===== config.mk =====
export PLATFORM = sky130hd
export DESIGN_NAME = instruction_fetch
export DESIGN_NICKNAME = d
export VERILOG_FILES = /design/src/rtl/instruction_fetch_pkg.sv /design/src/rtl/instruction_fetch_buffer.sv /design/src/rtl/instruction_fetch.sv
export SDC_FILE = /design/constraint.sdc
export NUM_CORES = 1
export LEC_CHECK = 0
export BUFFER_PORTS_ARGS = -buffer_cell sky130_fd_sc_hd__buf_2
export CAP_MARGIN = 20
export CORE_MARGIN = 2
export CORE_UTILIZATION = 30
export DETAILED_ROUTE_END_ITERATION = 16
export GPL_TIMING_DRIVEN = 0
export PLACE_DENSITY = 0.51
export SLEW_MARGIN = 20
export SYNTH_ARGS = -nofsm -noshare
export SYNTH_HDL_FRONTEND = slang
export SYNTH_SLANG_ARGS = --single-unit

===== constraint.sdc =====
create_clock -name clk -period 9.1 [get_ports clk]
set_input_delay 0.455 -clock clk [delete_from_list [all_inputs] [get_ports clk]]
set_output_delay 0.455 -clock clk [all_outputs]
set_load 0.03 [all_outputs]

===== src/rtl/instruction_fetch_pkg.sv =====
// Shared types and constants for the instruction fetch unit.
// Holds the fetch FSM state encoding, datapath widths and the default reset PC.
package instruction_fetch_pkg;

    localparam int INSTR_W = 32;
    localparam int ADDR_W  = 32;

    localparam logic [ADDR_W-1:0] RESET_PC_DEF = 32'h0000_0000;

    typedef enum logic [1:0] {
        FETCH = 2'd0,
        WAIT  = 2'd1,
        DROP  = 2'd2
    } fetch_state_t;

endpackage


===== src/rtl/instruction_fetch_buffer.sv =====
// One-entry instruction register between fetch and decode.
// Ports: clk, rst (async high); i_load/i_ir/i_pc write a new word,
// i_flush kills the entry, i_ready consumes it; o_ir/o_pc/o_valid present it.
module fetch_buffer
    import instruction_fetch_pkg::*;
(
    input  logic               clk,
    input  logic               rst,
    input  logic               i_load,
    input  logic [INSTR_W-1:0] i_ir,
    input  logic [ADDR_W-1:0]  i_pc,
    input  logic               i_flush,
    input  logic               i_ready,
    output logic [INSTR_W-1:0] o_ir,
    output logic [ADDR_W-1:0]  o_pc,
    output logic               o_valid
);

    logic [INSTR_W-1:0] r_ir;
    logic [ADDR_W-1:0]  r_pc;
    logic               r_valid;

    // Flush beats load beats transfer; data/pc hold on flush and transfer.
    always_ff @(posedge clk or posedge rst) begin
        if (rst) begin
            r_ir    <= '0;
            r_pc    <= '0;
            r_valid <= 1'b0;
        end else if (i_flush) begin
            r_valid <= 1'b0;
        end else if (i_load) begin
            r_ir    <= i_ir;
            r_pc    <= i_pc;
            r_valid <= 1'b1;
        end else if (r_valid && i_ready) begin
            r_valid <= 1'b0;
        end
    end

    assign o_ir    = r_ir;
    assign o_pc    = r_pc;
    assign o_valid = r_valid;

endmodule


===== src/rtl/instruction_fetch.sv =====
// Instruction fetch: PC register, single-outstanding memory FSM, redirect flush.
// Ports: clk, rst; imem_req_o/addr_o/ack_i/rvalid_i/rdata_i memory side;
// ir_o/pc_o/ir_valid_o/ir_ready_i decode side; redirect_i/redirect_pc_i.
module instruction_fetch
    import instruction_fetch_pkg::*;
#(
    parameter logic [ADDR_W-1:0] RESET_PC = RESET_PC_DEF
) (
    input  logic               clk,
    input  logic               rst,
    output logic               imem_req_o,
    output logic [ADDR_W-1:0]  imem_addr_o,
    input  logic               imem_ack_i,
    input  logic               imem_rvalid_i,
    input  logic [INSTR_W-1:0] imem_rdata_i,
    output logic [INSTR_W-1:0] ir_o,
    output logic [ADDR_W-1:0]  pc_o,
    output logic               ir_valid_o,
    input  logic               ir_ready_i,
    input  logic               redirect_i,
    input  logic [ADDR_W-1:0]  redirect_pc_i
);

    localparam logic [ADDR_W-1:0] RESET_PC_AL = {RESET_PC[ADDR_W-1:2], 2'b00};

    fetch_state_t      r_state;
    logic [ADDR_W-1:0] r_fetch_pc;
    logic [ADDR_W-1:0] r_pend_pc;

    logic w_ir_valid;
    logic w_hs;
    logic w_load;

    // Only issue when the buffer will have room for the returning word.
    assign imem_req_o  = (r_state == FETCH) && (!w_ir_valid || ir_ready_i)
                         && !redirect_i;
    assign imem_addr_o = r_fetch_pc;
    assign w_hs        = imem_req_o && imem_ack_i;
    assign w_load      = (r_state == WAIT) && imem_rvalid_i && !redirect_i;
    assign ir_valid_o  = w_ir_valid;

    always_ff @(posedge clk or posedge rst) begin
        if (rst) begin
            r_state    <= FETCH;
            r_fetch_pc <= RESET_PC_AL;
            r_pend_pc  <= '0;
        end else if (redirect_i) begin
            r_fetch_pc <= {redirect_pc_i[ADDR_W-1:2], 2'b00};
            // A request already accepted by memory must still be drained.
            case (r_state)
                FETCH:   r_state <= imem_ack_i ? DROP : FETCH;
                WAIT:    r_state <= imem_rvalid_i ? FETCH : DROP;
                DROP:    r_state <= imem_rvalid_i ? FETCH : DROP;
                default: r_state <= FETCH;
            endcase
        end else begin
            case (r_state)
                FETCH: begin
                    if (w_hs) begin
                        r_pend_pc  <= r_fetch_pc;
                        r_fetch_pc <= r_fetch_pc + 32'd4;
                        r_state    <= WAIT;
                    end
                end
                WAIT:    if (imem_rvalid_i) r_state <= FETCH;
                DROP:    if (imem_rvalid_i) r_state <= FETCH;
                default: r_state <= FETCH;
            endcase
        end
    end

    fetch_buffer u_buf (
        .clk     (clk),
        .rst     (rst),
        .i_load  (w_load),
        .i_ir    (imem_rdata_i),
        .i_pc    (r_pend_pc),
        .i_flush (redirect_i),
        .i_ready (ir_ready_i),
        .o_ir    (ir_o),
        .o_pc    (pc_o),
        .o_valid (w_ir_valid)
    );

endmodule


==> key figures <==
Outcome
  • Status: finished, final reports clean

Finish
  • Area occupied by multi-input gates: 2160 sq um
  • Most frequent cells in the layout: 167 x buf_2, 125 x dfrtp_1, 93 x mux2_2
  • Leading cell type in the layout, fill and taps excluded: buf_2
  • Area growth, synth to finish: 30.7%
  • Ant. Diodes: 0
  • Final core occ: 39.7%
  • Register area: 3130 sq um
  • Fin area: 7090 sq um
  • Layout net count: 682
  • Layout cell share with drive strength beyond 1: 49.8%
  • Fillcell total: 1,773

Floorplanning
  • I/O pins: 168
  • Die ar.: 19,200 sq um
  • Die X: 138 um
  • Row count: 49
  • Placeable Area: 17,800 sq um
  • Initial Utilization: 30.4%
  • DIE HEIGHT: 138 um

Critical path
  • Type of element capturing the critical path: flop
  • Worst r2r src: r_state[1]$_DFFE_PP0P_
  • Reg2Reg Setup Slack: 6.71 ns
  • Worst Path Max Fanout: 9
  • Worst setup path endpoint: imem_addr_o[31]$_DFFE_PP0P_
  • CP Launch Point: r_state[1]$_DFFE_PP0P_
  • Crit Path Class: flop to flop
  • Worst reg2reg path endpoint: imem_addr_o[31]$_DFFE_PP0P_
  • R2R depth: 7
  • Crit path required time: 9.45 ns
  • Critical Path AT: 2.74 ns
  • Critical Path Start Type: flop

CTS
  • CTS clock-pin slew for the worst setup and hold paths: 0.06 ns
  • Clock latency on the worst-skew pair: 0.41 ns
  • Root Buffer: clkbuf_16
  • Post-cts resize count: 0
  • H-tree depth: 4
  • Setup Fix Bufs, Post-CTS: 0
  • Clk sinks: 125
  • CTS tree: yes
  • TritonCTS Buffers: 17
  • Post-CTS Hold Buffers: 0
  • Clk buf depth: 2

Power
  • Clock power share: 26.2%
  • Switching portion of total power: 37.4%
  • P per Cell Area: 328 nW/um^2
  • Switching Power: 869 uW
  • VDD IR-drop max: 138 uV
  • P_leak: 0.00339 uW
  • Power share of the combinational group: 35.4%
  • Reg power frac: 38.4%
  • Internal power: 1460 uW

STA
  • Fin crit period: 2.39 ns
  • Max Fclk: 419 MHz
  • Setup violation total in the final timing report: 0
  • Worst rel slew slack: 44.5%
  • Tightest Pin Transition: 0.829 ns
  • Fin. max-slew vios: 0
  • Final period utilization: 26.2%
  • Setup_tns: 0 ns
  • RSZ-0062 raised after global routing: no
  • Clk_skew: 0.00660 ns
  • Fin. Hold Viols: 0

Global routing
  • GRT Resource Usage Total: 15.0%
  • Initial antenna violation count: 1
  • Largest net degree at the start of global routing: 77
  • Grt ovf: 0
  • First-pass GRT wire length: 22,500 um
  • Number of global-route vias before repair: 4,111

Placement
  • DP HPWL: 10,100 um
  • DP Area: 6560 sq um
  • I/O Buffers: 161
  • Placer Congestion: 0.759

Synthesis
  • Primary FF master, synth: dfrtp_1
  • Sequential fraction of the synthesis area: 57.7%
  • Synthesized area per cell: 12.8 sq um
  • Synthesized area: 5420 sq um
  • Ys async rst share: 100%
  • Distinct cells, synth: 38
  • YS warnings: 0
  • Cells after synthesis: 424
  • Post-synth EDFFs: 0
  • #FFs+latches synth: 125

Routing
  • Vias/cell: 4.68
  • Vias: 3,965
  • ANT nets after route: 0
  • Drt first pass iters: 4
  • DRT Wirelength: 13,800 um
  • Initial DRC count: 114
  • # DRC: 0
  • DR WL/cell: 16.3 um

Flow run
  • Max-cap viol count: 0

Hold path
  • Worst hold path type: input pin to asynchronous set/reset pin
-- cells in the mapped netlist (all sizes together), types with 2 or more instances --
cell | count | area, sq um
a211oi | 2 | 15.0
a21oi | 2 | 10.0
and2 | 3 | 18.8
and3 | 7 | 43.8
and4 | 2 | 17.5
buf | 12 | 78.8
clkbuf | 10 | 37.5
dfrtp | 125 | 3130
ha | 4 | 50.1
inv | 6 | 22.5
mux2 | 93 | 1050
nand2 | 40 | 150
nand2b | 2 | 12.5
nand3 | 20 | 100
nand4 | 11 | 98.8
nor2 | 5 | 18.8
nor3 | 6 | 35.0
nor4 | 7 | 75.1
o21ai | 28 | 140
or3 | 2 | 12.5
or4 | 4 | 33.8
xnor2 | 11 | 96.3
xor2 | 14 | 123
-- area by class of cell --
cell class	count	area share, %
multi-input cells	273	30.5
plain buffers	22	1.64
inverters	7	0.441
repair buffers	162	11.8
clock buffers	17	6.00
clock inverters	13	1.47
well taps	229	4.04
flip-flops and latches	125	44.1
-- layer usage --
metal  part of all wire, %  up-vias  global-route usage [%]
met5                  0.12        -                       0
met4                   1.2        2                    5.69
met3                   8.5       17                    6.37
met2                    47      128                    23.6
met1                    43     1949                    18.5
li1                      -     1869                       -
-- through the flow --
stage	total power [uW]	instances	hold slack [ns]	setup WS [ns]
global route	2460	848	0.219	6.48
detailed placement	1740	818	0.487	6.70
global placement	1710	817	0.481	3.84
CTS	2360	848	0.183	6.65
floorplan	1480	427	0.477	5.32
finish	2320	848	0.176	6.71
-- cells by family (layout without fill, tap and decap cells) --
logic type	Yosys count	count (layout)	synth area share [%]
DFF	125	125	57.7
buffers and inverters	29	221	2.63
muxes	94	94	19.5
xor gates and xnor gates	25	25	4.04
AOI/OAI and AO/OA	36	36	3.62
and+or+nand+nor	110	110	11.5
adders and majority gates	4	4	0.923
other	1	4	0.0692
-- critical path, stage by stage, from the launching register on --
cell and delay (ns):
dfrtp_1 0.40, inv_1 0.09, ha_1 0.18, nand2_1 0.14, nor3_2 0.70, nand4_4 0.20, or4_1 0.53, nand3_1 0.09
-- state kept, by name, indices dropped and copies added, names as in the netlist --
signal and flops:
u_buf.o_ir 32, imem_addr_o 30, r_pend_pc 30, u_buf.o_pc 30, r_state 2, u_buf.o_valid 1
-- power by group through the flow --
stage | sequential, uW | clock (uW) | combinational, uW
2_1_floorplan | 1180 | 0 | 292
3_3_place_gp | 893 | 0 | 817
3_5_place_dp | 904 | 0 | 834
4_1_cts | 895 | 632 | 836
5_1_grt | 924 | 661 | 878
6_report | 892 | 609 | 823
-- worst min path at each step --
stage / cells past startpoint / slack, ns / startpoint / to
2_1_floorplan: 1 / 0.48 / r_pend_pc[2]$_DFFE_PP0P_ / u_buf.o_pc[2]$_DFFE_PP0P_
3_3_place_gp: 1 / 0.48 / u_buf.o_ir[21]$_DFFE_PP0P_ / u_buf.o_ir[21]$_DFFE_PP0P_
3_5_place_dp: 1 / 0.49 / u_buf.o_pc[31]$_DFFE_PP0P_ / u_buf.o_pc[31]$_DFFE_PP0P_
4_1_cts: 2 / 0.18 / rst / u_buf.o_ir[15]$_DFFE_PP0P_
5_1_grt: 2 / 0.22 / rst / u_buf.o_ir[16]$_DFFE_PP0P_
6_report: 2 / 0.18 / rst / u_buf.o_ir[16]$_DFFE_PP0P_
No activity file was read; power rests on OpenSTA's default activity.
